$ cat config.mk
export PLATFORM = sky130hd
export DESIGN_NAME = tw_ctrl
export DESIGN_NICKNAME = d
export VERILOG_FILES = /design/src/rtl/tw_ctrl_pkg.sv /design/src/rtl/ms_tick.sv /design/src/rtl/tw_ctrl.sv
export SDC_FILE = /design/constraint.sdc
export NUM_CORES = 1
export LEC_CHECK = 0
export CAP_MARGIN = 20
export CORE_ASPECT_RATIO = 0.7
export CORE_MARGIN = 5
export CORE_UTILIZATION = 62
export CTS_CLUSTER_SIZE = 10
export DETAILED_ROUTE_END_ITERATION = 6
export PLACE_DENSITY_LB_ADDON = 0.05
export SETUP_SLACK_MARGIN = 0.05
export SYNTH_ARGS = -nofsm -noshare
export SYNTH_HDL_FRONTEND = slang
export SYNTH_HIERARCHICAL = 1
export SYNTH_SLANG_ARGS = --single-unit
$ cat constraint.sdc
create_clock -name sysclk -period 3.2 [get_ports sysclk]
set_clock_uncertainty 0.1 [all_clocks]
set_input_delay 0.64 -clock sysclk [delete_from_list [all_inputs] [get_ports sysclk]]
set_output_delay 0.64 -clock sysclk [all_outputs]
set_load 0.01 [all_outputs]
$ cat src/rtl/tw_ctrl_pkg.sv
// Shared constants for the HH:MM:SS time-setting controller: mode
// encodings, the FSM state type and the per-digit blink masks.
package tw_ctrl_pkg;

  localparam logic [1:0] MODE_NORMAL = 2'd0;
  localparam logic [1:0] MODE_HOUR   = 2'd1;
  localparam logic [1:0] MODE_MIN    = 2'd2;
  localparam logic [1:0] MODE_SEC    = 2'd3;

  // State values equal the externally visible set_mode encoding, so the
  // registered state can be driven straight onto set_mode.
  typedef enum logic [1:0] {
    ST_NORMAL = MODE_NORMAL,
    ST_HOUR   = MODE_HOUR,
    ST_MIN    = MODE_MIN,
    ST_SEC    = MODE_SEC
  } tw_state_e;

  // Digit masks: [5:4] hour tens/units, [3:2] minutes, [1:0] seconds.
  localparam logic [5:0] MASK_NONE = 6'b000000;
  localparam logic [5:0] MASK_HOUR = 6'b110000;
  localparam logic [5:0] MASK_MIN  = 6'b001100;
  localparam logic [5:0] MASK_SEC  = 6'b000011;
  localparam logic [5:0] MASK_ALL  = 6'b111111;

  // Which digits blink while a given field is being adjusted.
  function automatic logic [5:0] digit_mask(input tw_state_e st);
    logic [5:0] m;
    case (st)
      ST_HOUR: m = MASK_HOUR;
      ST_MIN:  m = MASK_MIN;
      ST_SEC:  m = MASK_SEC;
      default: m = MASK_NONE;
    endcase
    return m;
  endfunction

  // Mode key walks NORMAL -> HOUR -> MIN -> SEC -> NORMAL.
  function automatic tw_state_e next_mode(input tw_state_e st);
    tw_state_e n;
    case (st)
      ST_NORMAL: n = ST_HOUR;
      ST_HOUR:   n = ST_MIN;
      ST_MIN:    n = ST_SEC;
      default:   n = ST_NORMAL;
    endcase
    return n;
  endfunction

endpackage

$ cat src/rtl/ms_tick.sv
// Free-running millisecond prescaler. Emits a registered one-cycle tick
// each time the cycle counter wraps from CNT_1MS-1 back to 0.
module ms_tick #(
  parameter int CNT_1MS = 50000
) (
  input  logic sysclk,
  input  logic rst_n,
  output logic tick
);

  localparam int CNT_W = (CNT_1MS > 1) ? $clog2(CNT_1MS) : 1;
  localparam logic [CNT_W-1:0] CNT_LAST = CNT_W'(CNT_1MS - 1);

  logic [CNT_W-1:0] r_cnt;
  logic             r_tick;

  // Count 0..CNT_1MS-1 forever; flag the wrap for exactly one cycle.
  always_ff @(posedge sysclk or negedge rst_n) begin
    if (!rst_n) begin
      r_cnt  <= '0;
      r_tick <= 1'b0;
    end else if (r_cnt == CNT_LAST) begin
      r_cnt  <= '0;
      r_tick <= 1'b1;
    end else begin
      r_cnt  <= r_cnt + CNT_W'(1);
      r_tick <= 1'b0;
    end
  end

  assign tick = r_tick;

endmodule

$ cat src/rtl/tw_ctrl.sv
// Time-setting mode controller for the six-digit clock display.
// Runs the NORMAL/HOUR/MIN/SEC FSM, generates the shared blink waveform
// (0 = lit, 1 = dark), per-digit blink/valid enables and an exit pulse.
module tw_ctrl
  import tw_ctrl_pkg::*;
#(
  parameter int CNT_1MS    = 50000,
  parameter int BLINK_MS   = 500,
  parameter int TIMEOUT_MS = 10000
) (
  input  logic       sysclk,
  input  logic       rst_n,
  input  logic       key_mode,
  input  logic       key_up,
  input  logic       key_dn,
  input  logic       disp_en,
  output logic [1:0] set_mode,
  output logic       twinkle,
  output logic [5:0] twinkle_led,
  output logic [5:0] valid_led,
  output logic       set_exit
);

  localparam int BLINK_W = $clog2(BLINK_MS + 1);
  localparam int TMO_W   = $clog2(TIMEOUT_MS + 1);
  localparam logic [BLINK_W-1:0] BLINK_LAST = BLINK_W'(BLINK_MS - 1);
  localparam logic [TMO_W-1:0]   TMO_LAST   = TMO_W'(TIMEOUT_MS - 1);
  localparam logic [TMO_W-1:0]   TMO_MAX    = TMO_W'(TIMEOUT_MS);

  logic               w_tick;
  tw_state_e          r_state;
  tw_state_e          w_state_next;
  logic [BLINK_W-1:0] r_blink_cnt;
  logic [TMO_W-1:0]   r_tmo_cnt;
  logic               r_twinkle;
  logic [1:0]         r_set_mode;
  logic [5:0]         r_twinkle_led;
  logic [5:0]         r_valid_led;
  logic               r_set_exit;

  logic w_in_set;
  logic w_next_in_set;
  logic w_any_key;
  logic w_restart;
  logic w_expire;

  ms_tick #(
    .CNT_1MS(CNT_1MS)
  ) u_ms_tick (
    .sysclk(sysclk),
    .rst_n (rst_n),
    .tick  (w_tick)
  );

  assign w_in_set      = (r_state != ST_NORMAL);
  assign w_next_in_set = (w_state_next != ST_NORMAL);
  assign w_any_key     = key_mode | key_up | key_dn;

  // In a set state any key restarts the blink phase; from NORMAL only the
  // mode key matters, and it restarts because it enters a set state.
  assign w_restart = w_in_set ? w_any_key : key_mode;

  // Expiry happens on the tick that would bring the inactivity count to
  // TIMEOUT_MS. A key in the same cycle always beats the timeout.
  assign w_expire = w_in_set && !w_any_key &&
                    ((w_tick && (r_tmo_cnt == TMO_LAST)) || (r_tmo_cnt >= TMO_MAX));

  // Next-state selection: a mode key advances, otherwise timeout drops to NORMAL.
  always_comb begin
    w_state_next = r_state;
    if (key_mode) begin
      w_state_next = next_mode(r_state);
    end else if (w_expire) begin
      w_state_next = ST_NORMAL;
    end
  end

  // FSM state plus its registered outputs, all decoded from the next state
  // so they change one cycle after the key.
  always_ff @(posedge sysclk or negedge rst_n) begin
    if (!rst_n) begin
      r_state       <= ST_NORMAL;
      r_set_mode    <= MODE_NORMAL;
      r_twinkle_led <= MASK_NONE;
      r_set_exit    <= 1'b0;
    end else begin
      r_state       <= w_state_next;
      r_set_mode    <= w_state_next;
      r_twinkle_led <= digit_mask(w_state_next);
      r_set_exit    <= w_in_set && !w_next_in_set;
    end
  end

  // Blink generator: held lit in NORMAL and on every restart, otherwise
  // toggles once per BLINK_MS ticks.
  always_ff @(posedge sysclk or negedge rst_n) begin
    if (!rst_n) begin
      r_blink_cnt <= '0;
      r_twinkle   <= 1'b0;
    end else if (!w_next_in_set || w_restart) begin
      r_blink_cnt <= '0;
      r_twinkle   <= 1'b0;
    end else if (w_tick) begin
      if (r_blink_cnt == BLINK_LAST) begin
        r_blink_cnt <= '0;
        r_twinkle   <= ~r_twinkle;
      end else begin
        r_blink_cnt <= r_blink_cnt + BLINK_W'(1);
      end
    end
  end

  // Inactivity counter in ms; any key or leaving the set states clears it.
  always_ff @(posedge sysclk or negedge rst_n) begin
    if (!rst_n) begin
      r_tmo_cnt <= '0;
    end else if (!w_next_in_set || w_any_key) begin
      r_tmo_cnt <= '0;
    end else if (w_tick && (r_tmo_cnt < TMO_MAX)) begin
      r_tmo_cnt <= r_tmo_cnt + TMO_W'(1);
    end
  end

  // Digit valid follows the display enable with one cycle of latency.
  always_ff @(posedge sysclk or negedge rst_n) begin
    if (!rst_n) begin
      r_valid_led <= MASK_NONE;
    end else begin
      r_valid_led <= disp_en ? MASK_ALL : MASK_NONE;
    end
  end

  assign set_mode    = r_set_mode;
  assign twinkle     = r_twinkle;
  assign twinkle_led = r_twinkle_led;
  assign valid_led   = r_valid_led;
  assign set_exit    = r_set_exit;

endmodule
==> flow_metrics.py, run 1 <==
metrics = {
    "timing": {
        "final-setup-viol-count": 0,
        "max_freq_mhz": 436,
        "drv_slew": 0,
        "post-route-period-util_pct": 71.7,
        "rsz0062_at_grt": "no",
        "hold_viol_final": 0,
        "worst_slew_pin_slew_ns": 0.706,
        "min_period_ns": 2.30,
        "setup_tns_ns": 0,
        "max_slew_margin_pct": 52.3,
    },
    "global_routing": {
        "grt_max_degree": 49,
        "grt_pass1_wl_um": 8560,
        "antenna_found_initial": 0,
        "first_global_vias": 1809,
        "grt_overflow": 0,
        "grt_use_total_pct": 19.1,
    },
    "placed_design": {
        "dpl_cell_area_mm2": 0.00278,
        "hpwl_um": 3320,
        "gp_congestion": 0.773,
        "port_buffers": 21,
    },
    "final_layout": {
        "drive_above_1_share_pct": 11.6,
        "fin_nets": 279,
        "fillers": 288,
        "multi_input_area_mm2": 0.00123,
        "regArea_mm2": 0.00120,
        "antenna_cells": 0,
        "area_growth_pct": 10.8,
        "final_common_cell": "dfrtp_1",
        "layout_common_cells": "dfrtp_1, clkdlybuf4s50_1, a211oi_1",
        "fin_area_mm2": 0.00291,
    },
    "clocking": {
        "cts_buffer_depth": 2,
        "clock_sinks": 48,
        "worst_skew_pair.late_latency_ns": 0.31,
        "ctsResizeCount": 0,
        "cts_made_buffers": 5,
        "cts_hold_buf": 0,
        "clk_pin_slew_ns": 0.09,
        "h-tree-depth": 2,
        "cts-root-buf": "clkbuf_8",
        "cts_tree": "yes",
        "cts_setup_buffers": 0,
    },
    "setup_path": {
        "cpPeakStageDelay_ns": 0.49,
        "cp_max_fo": 11,
        "worst_path_dominant_cell_family": "buffers and inverters",
        "cp-end-kind": "flop",
        "cp_slowest_cell": "clkdlybuf4s50_1",
        "path_class": "in2reg",
        "worstPathRequired_ns": 3.26,
        "start_kind": "primary input",
        "arrival_ns": 2.36,
        "crit_buf_inv": 2,
        "cp_cell_sequence": "clkdlybuf4s50_1 -> or3_1 -> o221a_2 -> a311oi_2 -> buf_4 -> a211oi_1",
    },
    "synth": {
        "synth.distinct_cells": 57,
        "synth_seq_area_share_pct": 45.8,
        "postSynthAreaPerCell_um2": 10.3,
        "synth_warnings": 6,
        "synthCells": 254,
        "ys.flop_type": "dfrtp_1",
        "synth_area_mm2": 0.00263,
        "synth-edff-count": 0,
        "ys_seq_elements": 48,
        "synth_nets": 266,
        "async_flop_share_pct": 100,
    },
    "detailed_routing": {
        "drtIter0Drc": 71,
        "ant_nets": 0,
        "dr.pass1.iters": 4,
        "num_vias": 1912,
        "viasPerCell": 5.98,
        "drc": 0,
        "routedWlPerCell_um": 15.3,
        "wl_um": 4900,
    },
    "flow_run": {
        "drv_cap": 0,
    },
    "power_and_ir_drop": {
        "leakage_nw": 1.19,
        "power_density_mw_per_mm2": 484,
        "ir_drop_mv": 0.384,
    },
    "floorplan": {
        "rows": 19,
        "pin_count": 22,
        "die_w_um": 87.8,
        "core_mm2": 0.00399,
        "dieArea_mm2": 0.00566,
        "start_util_pct": 65.7,
        "die_h_um": 64.4,
    },
    "min_path": {
        "hp-class": "in2async",
    },
    "status": {
        "status": "complete, no violations",
    },
}
final timing paths:
kind,from,endpoint,slack [ns],depth (start not counted)
setup / recovery,key_mode,r_blink_cnt[8],0.90,6
hold / removal,rst_n,r_blink_cnt[0],0.16,1
setup reg to reg,r_tmo_cnt[4],r_tmo_cnt[5],0.91,4
hold reg to reg,u_ms_tick/r_cnt[0],u_ms_tick/r_cnt[0],0.38,1
max in group asynchronous,rst_n,r_tmo_cnt[11],2.33,2
min in group sysclk,u_ms_tick/r_cnt[0],u_ms_tick/r_cnt[0],0.38,1
area by class of cell:
| class | instances | area share, % |
|---|---|---|
| Clock inverter | 2 | 1.20 |
| Multi-Input combinational cell | 173 | 42.3 |
| Inverter | 12 | 1.55 |
| Timing Repair Buffer | 27 | 8.95 |
| Sequential cell | 48 | 41.3 |
| Tap cell | 52 | 2.24 |
| Clock buffer | 6 | 2.49 |
cell families after synthesis:
kind of cell               share of synthesized area (%)
and+or+nand+nor                                     22.4
buffers and inverters                               7.39
xor gates and xnor gates                            5.34
AOI/OAI and AO/OA                                   15.1
DFF                                                 45.8
muxes                                               1.14
adders and majority gates                           2.86
synthesized netlist by cell type (all sizes together), types with 3 or more instances:
master / number / share of area (%)
clkbuf: 4 / 0.62
a31oi: 3 / 0.72
inv: 12 / 1.7
nand3: 9 / 1.7
or3: 8 / 1.9
and3: 6 / 1.5
nor2: 12 / 1.7
a21oi: 5 / 0.95
nand2: 13 / 1.9
o21ai: 10 / 1.9
ha: 6 / 2.9
mux2i: 3 / 1.1
buf: 15 / 4.4
nand4: 8 / 1.9
and2: 4 / 1.0
dfrtp: 48 / 46
and4: 7 / 2.5
xor2: 11 / 3.7
o31ai: 5 / 1.4
or4: 6 / 2.0
a211oi: 17 / 5.4
xnor2: 5 / 1.7
nor2b: 4 / 0.95
nor3: 8 / 1.5
o211ai: 3 / 1.0
registers in the layout, summed over array words and instances (netlist names):
| register | cells |
|---|---|
| u_ms_tick/r_cnt | 16 |
| r_tmo_cnt | 14 |
| r_blink_cnt | 9 |
| twinkle_led | 3 |
| set_mode | 2 |
| set_exit | 1 |
| twinkle | 1 |
| u_ms_tick/tick | 1 |
| valid_led | 1 |
routing by layer:
layer  share of wire, %  GRT usage (%)  up-vias
met5                  0              0        -
met4                1.8           6.90        0
met3                5.0           4.43        9
met2                 41           26.2       36
met1                 53           29.2      909
li1                   -              -      958
metrics by stage:
| step | hold WS (ns) | worst slack, ns | utilization (%) | power, W | cells |
|---|---|---|---|---|---|
| 2_1_floorplan | 0.244 | 0.965 | - | 0.000850 | 254 |
| 3_3_place_gp | 0.369 | 0.603 | 69.5 | 0.000979 | 310 |
| 3_5_place_dp | 0.371 | 0.567 | 69.5 | 0.000985 | 310 |
| 4_1_cts | 0.383 | 0.878 | 72.2 | 0.00142 | 318 |
| 5_1_grt | 0.181 | 0.771 | 72.8 | 0.00148 | 320 |
| 6_report | 0.162 | 0.905 | 72.8 | 0.00141 | 320 |
power breakdown:
part           leakage (nW)  switching [W]  internal, W
registers             0.644      0.0000237     0.000639
clock network        0.0552       0.000202     0.000232
logic                 0.486       0.000157     0.000154
total                  1.19       0.000383      0.00103
Power figures use the tool's default switching activity.
==> run 2, diff against run 1 <==
--- a/config.mk
+++ b/config.mk
@@ -8,7 +8,7 @@
 export CAP_MARGIN = 20
 export CORE_ASPECT_RATIO = 0.7
 export CORE_MARGIN = 5
-export CORE_UTILIZATION = 62
+export CORE_UTILIZATION = 58
 export CTS_CLUSTER_SIZE = 10
 export DETAILED_ROUTE_END_ITERATION = 6
 export PLACE_DENSITY_LB_ADDON = 0.05
==> constraint.sdc (replaced) <==
create_clock -name sysclk -period 2.2 [get_ports sysclk]
set_clock_uncertainty 0.1 [all_clocks]
set_input_delay 0.44 -clock sysclk [delete_from_list [all_inputs] [get_ports sysclk]]
set_output_delay 0.44 -clock sysclk [all_outputs]
set_load 0.01 [all_outputs]
==> run 2 against run 1 <==
Effect of this change:
- critical path depth up 1
- hold slack worse by 0.16 ns
- wire length up 8.5%
- final cell count up 5.3%
- clock-buffer cell count unchanged
- die area up 6.0%
- cell area up 6.4%
- via count up 6.3%
- non-clock buffer count up 14
- power up 57%
- combinational power up 98%
- highest routed layer unchanged
==> flow_metrics.py, run 2 (same netlist as run 1, synthesis figures left out) <==
metrics = {
    "final_layout": {
        "fin_util_pct": 71.1,
        "fin_nets": 293,
        "largest_reg_flops": 16,
        "reg_top3": "u_ms_tick/r_cnt: 16 flops, r_tmo_cnt: 14 flops, r_blink_cnt: 9 flops",
        "final_common_cell": "dfrtp_1",
        "drive_above_1_share_pct": 17.7,
        "layout_common_cells": "dfrtp_1, clkdlybuf4s50_1, buf_4",
        "regMostFlops": "u_ms_tick/r_cnt",
        "antenna_cells": 0,
        "area_growth_pct": 17.9,
        "fin_area_mm2": 0.00310,
    },
    "timing": {
        "max_slew_margin_pct": 65.5,
        "post-route-period-util_pct": 96.1,
        "worst_slew_pin_slew_ns": 0.517,
        "rsz0062_at_grt": "yes",
        "min_period_ns": 2.12,
        "max_freq_mhz": 473,
        "final-setup-viol-count": 0,
        "hold_viol_final": 0,
        "drv_slew": 0,
    },
    "power_and_ir_drop": {
        "leakage_nw": 1.26,
        "power_density_mw_per_mm2": 716,
        "ir_drop_mv": 0.604,
    },
    "clocking": {
        "h-tree-depth": 2,
        "clock_sinks": 48,
        "cts_tree": "yes",
        "cts_buffer_depth": 2,
        "cts-root-buf": "clkbuf_8",
        "cts_made_buffers": 5,
        "clk_pin_slew_ns": 0.10,
        "worst_skew_pair.late_latency_ns": 0.30,
    },
    "placed_design": {
        "dpl_cell_area_mm2": 0.00291,
        "gp_congestion": 0.808,
        "hpwl_um": 3660,
        "port_buffers": 21,
    },
    "global_routing": {
        "grt_overflow": 0,
        "first_global_vias": 1908,
        "grt_max_degree": 29,
        "grt_pass1_wl_um": 9040,
        "antenna_found_initial": 0,
        "grt_use_total_pct": 18.6,
    },
    "setup_path": {
        "cp_max_fo": 6,
        "r2r-start": "set_mode[1]",
        "path_class": "reg2reg",
        "cp-startpoint": "set_mode[1]",
        "arrival_ns": 2.24,
        "ff2ff_path_depth": 7,
        "r2r_end": "set_exit",
        "cp-end-kind": "flop",
        "crit_end": "set_exit",
        "start_kind": "flop",
        "reg2reg_slack_ns": 0.08,
        "worstPathRequired_ns": 2.33,
    },
    "detailed_routing": {
        "routedWlPerCell_um": 15.8,
        "drtIter0Drc": 82,
        "wl_um": 5310,
        "ant_nets": 0,
        "num_vias": 2032,
        "dr.pass1.iters": 4,
        "viasPerCell": 6.03,
        "drc": 0,
    },
    "floorplan": {
        "core_mm2": 0.00435,
        "die_w_um": 90.4,
        "start_util_pct": 60.3,
        "rows": 20,
        "die_h_um": 66.3,
        "pin_count": 22,
        "dieArea_mm2": 0.00599,
    },
    "min_path": {
        "hp-class": "in2async",
    },
    "flow_run": {
        "drv_cap": 0,
    },
    "status": {
        "status": "complete, no violations",
    },
}
-- run 2: worst max-delay path, cell delays in order (launching register included) --
cell and delay, ns:
dfrtp_1 0.41, inv_2 0.08, ha_4 0.18, or3_1 0.39, a22o_4 0.26, a311oi_4 0.33, buf_6 0.17, nor2b_2 0.13
-- run 2: power by group --
part,leakage (nW),internal [W],switching (W)
Sequential,0.642,0.000930,0.0000317
Clock,0.0552,0.000338,0.000301
Combinational,0.565,0.000312,0.000303
-- run 2: final cells by class --
class                           count  area (um2)
Multi-Input combinational cell    173        1280
Tap cell                           55        68.8
Clock inverter                      2        35.0
Fill cell                         327        1260
Timing Repair Buffer               41         388
Inverter                           12        45.0
Clock buffer                        6        72.6
Sequential cell                    48        1200
-- run 2: worst min path at each step --
stage                     startpoint              to  slack [ns]  cells past startpoint
final                          rst_n    r_tmo_cnt[9]       0.003                      1
after global routing           rst_n    r_tmo_cnt[9]        0.02                      1
after CTS                      rst_n    r_tmo_cnt[9]        0.02                      1
after detailed placement       rst_n    r_tmo_cnt[8]        0.34                      1
after global placement         rst_n    r_tmo_cnt[8]        0.34                      1
after floorplan                rst_n  r_blink_cnt[0]        0.04                      0
-- run 2: metrics by stage --
step	instances	hold slack (ns)	setup WS [ns]	power (W)	setup TNS (ns)
floorplan	254	0.0444	0.0669	0.00125	0
global placement	326	0.337	-0.144	0.00149	-2.85
detailed placement	326	0.344	-0.191	0.00149	-3.48
CTS	334	0.0161	0.0669	0.00214	0
global route	337	0.0198	-0.00454	0.00234	-0.00454
finish	337	0.00250	0.0849	0.00222	0
-- run 2: repair_timing --
item	4_1_cts	5_1_grt
hold buffers	0	0
buffers inserted	0	2
resized for setup	0	12
endpoints found under the setup margin	0	19
-- run 2: layer usage --
| metal | global-route usage [%] | part of all wire, % | up-vias |
|---|---|---|---|
| met2 | 26.3 | 41 | 59 |
| met1 | 27.6 | 51 | 984 |
| met3 | 5.46 | 6.9 | 4 |
| met5 | 0 | 0 | - |
| li1 | - | - | 985 |
| met4 | 5.02 | 0.64 | 0 |
==> run 3, diff against run 2 <==
--- a/config.mk
+++ b/config.mk
@@ -7,7 +7,7 @@
 export LEC_CHECK = 0
 export CAP_MARGIN = 20
 export CORE_ASPECT_RATIO = 0.7
-export CORE_MARGIN = 5
+export CORE_MARGIN = 2
 export CORE_UTILIZATION = 58
 export CTS_CLUSTER_SIZE = 10
 export DETAILED_ROUTE_END_ITERATION = 6
==> run 3 against run 2 <==
Effect of this change:
- hold slack better by 0.13 ns
- non-clock buffer count up 3
- core utilization down 0.89 points
- highest routed layer unchanged
- clock-buffer cell count up 2
- worst setup slack worse by 0.017 ns
- power down 6.4%
- combinational power down 6.0%
- largest power group unchanged
- die area down 15%
- largest cell class unchanged
- flip-flop and latch count unchanged
- global-route usage up 3.0 points
==> flow_metrics.py, run 3 (same netlist as run 1, synthesis figures left out) <==
metrics = {
    "placed_design": {
        "gp_congestion": 0.781,
        "dpl_cell_area_mm2": 0.00289,
        "hpwl_um": 3550,
        "dp_slack_ns": -0.171,
        "port_buffers": 21,
    },
    "floorplan": {
        "dieArea_mm2": 0.00509,
        "die_w_um": 84.4,
        "die_h_um": 60.3,
        "pin_count": 22,
        "rows": 20,
        "start_util_pct": 60.3,
        "core_mm2": 0.00435,
    },
    "timing": {
        "max_freq_mhz": 469,
        "post-route-period-util_pct": 96.9,
        "setup_slack_ns": 0.0681,
        "worst_slew_pin_slew_ns": 0.600,
        "hold_viol_final": 0,
        "min_period_ns": 2.13,
        "setup_tns_ns": 0,
        "drv_slew": 0,
        "final-setup-viol-count": 0,
        "fin_hold_ws_ns": 0.135,
        "rsz0062_at_grt": "yes",
        "max_slew_margin_pct": 60.0,
    },
    "clocking": {
        "cts-root-buf": "clkbuf_8",
        "worst_skew_pair.late_latency_ns": 0.29,
        "cts_hold_buf": 0,
        "h-tree-depth": 2,
        "cts_buffer_depth": 2,
        "clk_pin_slew_ns": 0.09,
        "cts_tree": "yes",
        "clock_sinks": 48,
        "cts_made_buffers": 5,
    },
    "final_layout": {
        "largest_reg_flops": 16,
        "drive_above_1_share_pct": 18.2,
        "layout_common_cells": "dfrtp_1, buf_4, clkdlybuf4s50_1",
        "reg_top3": "u_ms_tick/r_cnt: 16 flops, r_tmo_cnt: 14 flops, r_blink_cnt: 9 flops",
        "area_growth_pct": 16.4,
        "fin_nets": 296,
        "regMostFlops": "u_ms_tick/r_cnt",
        "fin_area_mm2": 0.00306,
        "final_common_cell": "dfrtp_1",
        "antenna_cells": 0,
    },
    "setup_path": {
        "arrival_ns": 2.21,
        "path_class": "in2reg",
        "start_kind": "primary input",
        "cp-end-kind": "flop",
        "ff2ff_path_depth": 7,
        "worstPathRequired_ns": 2.28,
        "cp_max_fo": 5,
    },
    "power_and_ir_drop": {
        "leakage_nw": 1.26,
        "ir_drop_mv": 0.608,
        "power_density_mw_per_mm2": 679,
    },
    "detailed_routing": {
        "wl_um": 5230,
        "viasPerCell": 5.89,
        "dr.pass1.iters": 4,
        "num_vias": 2004,
        "ant_nets": 0,
        "drc": 0,
        "routedWlPerCell_um": 15.4,
        "drtIter0Drc": 80,
    },
    "status": {
        "status": "complete, no violations",
    },
    "min_path": {
        "hp-class": "in2async",
    },
    "flow_run": {
        "drv_cap": 0,
    },
    "global_routing": {
        "antenna_found_initial": 0,
        "grt_pass1_wl_um": 8610,
        "grt_overflow": 0,
        "first_global_vias": 1832,
        "grt_use_total_pct": 21.6,
        "grt_max_degree": 49,
    },
}
[run 3: stage by stage]
step	utilization [%]	power, W	cells
6_report	70.2	0.00207	340
5_1_grt	70.2	0.00218	340
4_1_cts	68.5	0.00204	335
3_5_place_dp	66.4	0.00149	327
3_3_place_gp	66.4	0.00149	327
2_1_floorplan	-	0.00125	254
[run 3: what timing repair did]
action                     CTS  global route
buffers inserted             0             4
setup endpoints to repair    0            26
gates resized for setup      0             9
[run 3: where the power goes]
group,internal (W),switching [W]
Clock,0.000257,0.000277
Sequential,0.000930,0.0000327
Combinational,0.000296,0.000282
[run 3: worst max-delay path: stages]
cell             delay [ns]
clkdlybuf4s50_1        0.47
or3_1                  0.41
o221a_2                0.31
a311oi_2               0.28
buf_2                  0.23
nor4_1                 0.07
[run 3: final timing paths]
kind	start	endpoint	slack (ns)
worst max register to register	set_mode[1]	r_blink_cnt[5]	0.12
worst min register to register	u_ms_tick/r_cnt[0]	u_ms_tick/r_cnt[0]	0.38
worst max-delay path	key_dn	r_blink_cnt[5]	0.07
worst min-delay path	rst_n	r_tmo_cnt[3]	0.14
max in group asynchronous	rst_n	r_tmo_cnt[5]	1.44
min in group sysclk	u_ms_tick/r_cnt[0]	u_ms_tick/r_cnt[0]	0.38
[run 3: per-layer routing]
layer,vias up,wire length (um),global-route usage (%)
met5,-,0,0
met4,0,12,4.08
met3,2,255,5.25
met2,38,2190,31.5
met1,975,2780,33.1
li1,989,-,-
[run 3: area by class of cell]
type | instances | area, um2
Fill cell | 327 | 1300
Timing Repair Buffer | 44 | 375
Multi-Input combinational cell | 173 | 1270
Inverter | 12 | 45.0
Tap cell | 55 | 68.8
Sequential cell | 48 | 1200
Clock buffer | 8 | 90.1
